--- src/rtl/CPU_PKG.sv ---
// Shared types for the posted-write buffer in front of the bus state controller.
package CPU_PKG;

    typedef enum logic [1:0] {
        IDLE,
        DRAIN,
        PASS
    } wbuf_state_e;

    // External area is 00?00 in A[31:27]; bit 29 is a don't-care.
    localparam logic [4:0] EXT_MASK  = 5'b11011;
    localparam logic [4:0] EXT_MATCH = 5'b00000;

    typedef struct packed {
        logic [31:0] a;
        logic [31:0] di;
        logic [3:0]  ba;
    } wbuf_entry_t;

    function automatic logic is_ext(input logic [31:0] addr);
        return (addr[31:27] & EXT_MASK) == EXT_MATCH;
    endfunction

endpackage

--- src/rtl/bsc_wbuf_fifo.sv ---
// Posted-write storage: DEPTH x 68-bit entries, head readable with no latency.
module bsc_wbuf_fifo
    import CPU_PKG::*;
#(
    parameter int DEPTH = 4,
    localparam int AW = $clog2(DEPTH),
    localparam int CW = AW + 1
) (
    input  logic          clk_i,
    input  logic          rst_i,
    input  logic          ce_i,
    input  logic          push_i,
    input  logic          pop_i,
    input  wbuf_entry_t   wdata_i,
    output wbuf_entry_t   head_o,
    output logic [CW-1:0] count_o,
    output logic          full_o,
    output logic          empty_o
);

    wbuf_entry_t   mem_q [DEPTH];
    logic [AW-1:0] wr_ptr_q;
    logic [AW-1:0] rd_ptr_q;
    logic [CW-1:0] count_q;
    logic [CW-1:0] count_d;

    always_comb begin
        count_d = count_q;
        if (push_i && !pop_i) begin
            count_d = count_q + 1'b1;
        end else if (!push_i && pop_i) begin
            count_d = count_q - 1'b1;
        end
    end

    always_ff @(posedge clk_i) begin
        if (rst_i) begin
            wr_ptr_q <= '0;
            rd_ptr_q <= '0;
            count_q  <= '0;
        end else if (ce_i) begin
            if (push_i) begin
                wr_ptr_q <= wr_ptr_q + 1'b1;
            end
            if (pop_i) begin
                rd_ptr_q <= rd_ptr_q + 1'b1;
            end
            count_q <= count_d;
        end
    end

    always_ff @(posedge clk_i) begin
        if (ce_i && push_i) begin
            mem_q[wr_ptr_q] <= wdata_i;
        end
    end

    assign head_o  = mem_q[rd_ptr_q];
    assign count_o = count_q;
    assign full_o  = (count_q == CW'(DEPTH));
    assign empty_o = (count_q == '0);

endmodule

--- src/rtl/bsc_wbuf.sv ---
// Write buffer between CPU and bus state controller: posts external-area
// writes and holds every other access until the buffer has drained.
module bsc_wbuf
    import CPU_PKG::*;
#(
    parameter int DEPTH = 4
) (
    input  logic        CLK,
    input  logic        RST,
    input  logic        CE_R,
    input  logic [31:0] CPU_A,
    input  logic [31:0] CPU_DI,
    output logic [31:0] CPU_DO,
    input  logic [3:0]  CPU_BA,
    input  logic        CPU_WE,
    input  logic        CPU_REQ,
    input  logic        CPU_LOCK,
    output logic        CPU_BUSY,
    output logic [31:0] IBUS_A,
    output logic [31:0] IBUS_DI,
    output logic [3:0]  IBUS_BA,
    output logic        IBUS_WE,
    output logic        IBUS_REQ,
    output logic        IBUS_LOCK,
    input  logic [31:0] IBUS_DO,
    input  logic        IBUS_BUSY
);

    localparam int CW = $clog2(DEPTH) + 1;

    wbuf_state_e   state_q;
    logic          seen_busy_q;
    logic          req_q;
    logic          we_q;
    logic          lock_q;
    logic [31:0]   a_q;
    logic [31:0]   di_q;
    logic [3:0]    ba_q;

    wbuf_entry_t   wdata;
    wbuf_entry_t   head;
    logic [CW-1:0] count;
    logic          full;
    logic          empty;
    logic          postable;
    logic          done;
    logic          push;
    logic          pop;

    assign postable = CPU_REQ & CPU_WE & ~CPU_LOCK & is_ext(CPU_A);
    assign done     = req_q & ~IBUS_BUSY & seen_busy_q;
    assign push     = CE_R & postable & ~full & (state_q != PASS);
    assign pop      = CE_R & done & (state_q == DRAIN);
    assign wdata    = '{a: CPU_A, di: CPU_DI, ba: CPU_BA};

    bsc_wbuf_fifo #(
        .DEPTH(DEPTH)
    ) u_fifo (
        .clk_i  (CLK),
        .rst_i  (RST),
        .ce_i   (CE_R),
        .push_i (push),
        .pop_i  (pop),
        .wdata_i(wdata),
        .head_o (head),
        .count_o(count),
        .full_o (full),
        .empty_o(empty)
    );

    // A full buffer stalls a post even if the head pops this same cycle.
    always_comb begin
        CPU_BUSY = 1'b0;
        if (CPU_REQ) begin
            if (state_q == PASS) begin
                CPU_BUSY = ~done;
            end else if (postable) begin
                CPU_BUSY = full;
            end else begin
                CPU_BUSY = 1'b1;
            end
        end
    end

    always_ff @(posedge CLK) begin
        if (RST) begin
            state_q     <= IDLE;
            seen_busy_q <= 1'b0;
            req_q       <= 1'b0;
            we_q        <= 1'b0;
            lock_q      <= 1'b0;
            a_q         <= '0;
            di_q        <= '0;
            ba_q        <= '0;
        end else if (CE_R) begin
            if (done) begin
                seen_busy_q <= 1'b0;
            end else if (req_q && IBUS_BUSY) begin
                seen_busy_q <= 1'b1;
            end
            unique case (state_q)
                IDLE: begin
                    if (!empty) begin
                        state_q <= DRAIN;
                        req_q   <= 1'b1;
                        we_q    <= 1'b1;
                        lock_q  <= 1'b0;
                        a_q     <= head.a;
                        di_q    <= head.di;
                        ba_q    <= head.ba;
                    end else if (CPU_REQ && !postable) begin
                        state_q <= PASS;
                        req_q   <= 1'b1;
                        we_q    <= CPU_WE;
                        lock_q  <= CPU_LOCK;
                        a_q     <= CPU_A;
                        di_q    <= CPU_DI;
                        ba_q    <= CPU_BA;
                    end
                end
                DRAIN: begin
                    // One idle cycle between entries lets the next head settle.
                    if (done) begin
                        req_q <= 1'b0;
                        if (count == CW'(1) && !push) begin
                            state_q <= IDLE;
                        end
                    end else if (!req_q) begin
                        req_q  <= 1'b1;
                        we_q   <= 1'b1;
                        lock_q <= 1'b0;
                        a_q    <= head.a;
                        di_q   <= head.di;
                        ba_q   <= head.ba;
                    end
                end
                PASS: begin
                    if (done) begin
                        req_q   <= 1'b0;
                        state_q <= IDLE;
                    end
                end
                default: state_q <= IDLE;
            endcase
        end
    end

    assign IBUS_A    = a_q;
    assign IBUS_DI   = di_q;
    assign IBUS_BA   = ba_q;
    assign IBUS_WE   = we_q;
    assign IBUS_REQ  = req_q;
    assign IBUS_LOCK = lock_q;
    assign CPU_DO    = IBUS_DO;

endmodule
--- config.mk ---
export PLATFORM = sky130hd
export DESIGN_NAME = bsc_wbuf
export DESIGN_NICKNAME = d
export VERILOG_FILES = /design/src/rtl/CPU_PKG.sv /design/src/rtl/bsc_wbuf_fifo.sv /design/src/rtl/bsc_wbuf.sv
export SDC_FILE = /design/constraint.sdc
export NUM_CORES = 1
export LEC_CHECK = 0
export CAP_MARGIN = 30
export CORE_MARGIN = 3
export CORE_UTILIZATION = 42
export DETAILED_ROUTE_END_ITERATION = 8
export DONT_BUFFER_PORTS = 1
export SYNTH_ARGS = -nofsm -noshare
export SYNTH_HDL_FRONTEND = slang
export SYNTH_SLANG_ARGS = --single-unit
--- constraint.sdc ---
create_clock -name CLK -period 3.54 [get_ports CLK]
set_clock_uncertainty 0.2 [all_clocks]
set_input_delay 0.354 -clock CLK [delete_from_list [all_inputs] [get_ports CLK]]
set_output_delay 0.354 -clock CLK [all_outputs]
set_load 0.03 [all_outputs]
==> results.py <==
metrics = {
    "status": {
        "status": "completed",
    },
    "layout": {
        "final_cells": 1395,
        "layout-drive-gt1-share_pct": 17.6,
        "fin_nets": 1038,
        "final_common_cell": "edfxtp_1",
        "layout_common_cells": "272 x edfxtp_1, 143 x nand2_1, 81 x dfxtp_1",
        "syn_to_final_growth_pct": 16.6,
        "fillCellCount": 2769,
    },
    "worst_setup_path": {
        "cp-endpoint": "IBUS_DI[24]$_SDFFE_PP0P_",
        "ff2ff_path_depth": 7,
        "cp.arrival_ns": 2.81,
        "worstReg2RegEnd": "IBUS_DI[24]$_SDFFE_PP0P_",
        "r2r_setup_slack_ns": 0.94,
        "r2r-start": "u_fifo.count_o[0]$_SDFFE_PP0P_",
        "critPathLaunch": "u_fifo.count_o[0]$_SDFFE_PP0P_",
        "crit_type": "register to register",
        "worst_setup_path_end_kind": "register",
        "worstPathMaxFanout": 71,
        "setup.worst_path.start_class": "register",
        "critical_path_required_ns": 3.75,
    },
    "drt": {
        "antenna_left": 0,
        "drt_iter0_markers": 390,
        "drt-pass1-iter-count": 5,
        "drc_errors": 0,
        "viasPerCell": 5.54,
        "wire_per_inst_um": 22.6,
        "routed_wl_um": 31500,
        "vias": 7723,
    },
    "timing": {
        "max_slew_margin_pct": 38.6,
        "rsz0062_at_grt": "false",
        "setup-violations-final": 0,
        "fmax_mhz": 385,
        "tightest_slew_ns": 0.921,
        "period_minus_slack_ns": 2.60,
        "hold_violations": 0,
        "setup-tns-final_ns": 0,
        "min_period_over_period_pct": 73.5,
        "slew_viol_final": 0,
    },
    "logic_synthesis": {
        "synthArstFlopShare_pct": 0,
        "syn_avg_cell_area_sq_um": 15.8,
        "yosys_register_bits": 355,
        "synthDistinctLibCells": 46,
        "ys_warn_count": 0,
        "syn-cell-area_sq_um": 14000,
        "yosysSeqAreaShare_pct": 70.1,
        "synth_flop_cell": "edfxtp_1",
        "synth_edf_count": 272,
        "synthCells": 887,
        "syn_nets": 1003,
    },
    "worst_hold_path": {
        "hold_path.startpoint": "CPU_A[30]",
        "hold_path_class": "input port to register",
        "hold_path_depth": 4,
    },
    "pwr": {
        "peakVddDrop_v": 0.000395,
        "p_int_mw": 7.02,
        "seq_power_share_pct": 53.2,
        "clkPwrFrac_pct": 42.4,
        "p_sw_share_pct": 22.2,
        "power.density_nw_per_um2": 552,
        "p_comb_share_pct": 4.4,
        "leakage_nw": 5.21,
        "p_sw_mw": 2.00,
    },
    "placement": {
        "dpl.cell_count": 1247,
        "dp_hpwl_um": 17900,
        "routabilityCongestion": 0.734,
        "io_buffers": 0,
    },
    "global_route": {
        "grt_pass1_wl_um": 49100,
        "grt-ovfl-total": 0,
        "track_usage_pct": 17.8,
        "grt_start_max_net_pins": 84,
        "antenna_found_initial": 4,
        "grt_pass1_vias": 8142,
    },
    "floorplan": {
        "dieArea_sq_um": 35600,
        "io-pin-count": 211,
        "initial_utilization_pct": 42.8,
        "die_h_um": 189,
        "rows": 66,
        "core_area_sq_um": 32700,
        "fp.dieW_um": 189,
    },
    "cts": {
        "cts_htree_levels": 2,
        "cts_buffers": 38,
        "clk_latency_ns": 0.51,
        "cts_setup_buffers": 0,
        "clock-sinks": 355,
        "cts_tree": "done",
        "cts_resized": 0,
        "cts.clk_slew.worst_paths_ns": 0.06,
        "clockBufferDepth": 3,
        "root_buffer": "clkbuf_16",
    },
    "run": {
        "max_cap_viol_count": 0,
    },
}
## what timing repair did
item	CTS	global route
endpoints found under the hold margin	355	0
endpoints found under the setup margin	0	0
hold buffers	77	0
## stage by stage
| step | area [sq um] | power [mW] | worst slack [ns] | util (%) | hold slack (ns) |
|---|---|---|---|---|---|
| 2_1_floorplan | 14000 | 5.16 | 0.187 | - | 0.232 |
| 3_3_place_gp | 14300 | 5.14 | 0.955 | 43.8 | 0.231 |
| 3_5_place_dp | 14300 | 5.15 | 0.946 | 43.8 | 0.233 |
| 4_1_cts | 16300 | 9.14 | 0.928 | 49.9 | 0.00631 |
| 5_1_grt | 16300 | 9.36 | 0.732 | 49.9 | 0.0547 |
| 6_report | 16300 | 9.02 | 0.940 | 49.9 | 0.0288 |
## worst min path at each step
stage / end / slack [ns]
4_1_cts: u_fifo.wr_ptr_q[0]$_SDFFE_PP0P_ / 0.006
3_5_place_dp: state_q[1]$_SDFFE_PP0P_ / 0.23
2_1_floorplan: seen_busy_q$_SDFFE_PP0P_ / 0.23
3_3_place_gp: state_q[1]$_SDFFE_PP0P_ / 0.23
6_report: u_fifo.wr_ptr_q[0]$_SDFFE_PP0P_ / 0.03
5_1_grt: u_fifo.wr_ptr_q[0]$_SDFFE_PP0P_ / 0.05
## layer usage
metal	part of all wire, %	global-route usage, %
met1	41	23.3
met2	50	30.1
met3	6.6	4.06
met4	2.2	4.98
met5	0.11	0
## power groups by stage
stage	clock network (mW)	registers [mW]	logic, mW
final	3.83	4.80	0.397
after global routing	4.11	4.81	0.442
after CTS	3.94	4.80	0.397
after detailed placement	0	4.89	0.261
after global placement	0	4.89	0.252
after floorplan	0	4.86	0.296
## cells in the mapped netlist (4+ instances only)
cell type	number	area share (%)
and3_1	6	0.27
nand3_1	4	0.14
nor3_1	69	2.5
edfxtp_1	272	58
a311oi_2	10	1.1
buf_2	14	0.50
dfxtp_1	83	12
inv_1	7	0.19
o21ai_0	4	0.14
mux4_2	68	11
ha_1	9	0.80
a21oi_1	7	0.25
buf_4	32	1.7
nand2_1	144	3.9
clkbuf_1	48	1.3
nor2_1	9	0.24
a311oi_1	58	3.6
## cells by family after synthesis
family	synth area share [%]
AOI/OAI and AO/OA	5.63
muxes	11.1
and+or+nand+nor	8.10
adders and majority gates	0.804
xor gates and xnor gates	0.313
DFF	70.1
buffers and inverters	3.93
## layout make-up
| type | instances | area [sq um] | area share [%] |
|---|---|---|---|
| clock inverters | 9 | 51.3 | 0.314 |
| clock buffers | 60 | 1180 | 7.22 |
| flip-flops and latches | 355 | 9840 | 60.2 |
| repair buffers | 94 | 1000 | 6.14 |
| inverters | 7 | 26.3 | 0.161 |
| multi-input cells | 426 | 3680 | 22.5 |
| well taps | 442 | 553 | 3.39 |
| diodes | 2 | 5.00 | 0.0306 |
## registers in the layout, indices dropped and copies added, names as in the netlist, 2 cells and up, named ones only
register and cells:
IBUS_A 32, IBUS_BA 4, IBUS_DI 32, state_q 2
u_fifo.count_o 3, u_fifo.mem_q 272, u_fifo.rd_ptr_q 2, u_fifo.wr_ptr_q 2
## critical path, cell delays in order (launching register included)
cell and delay (ns):
dfxtp_1 0.39, inv_1 0.08, ha_1 0.22, nor4b_1 0.17
nor3b_2 0.23, buf_4 0.74, nor3_1 0.14, a311oi_2 0.29
Note: power is estimated with default switching activity, not from simulation.
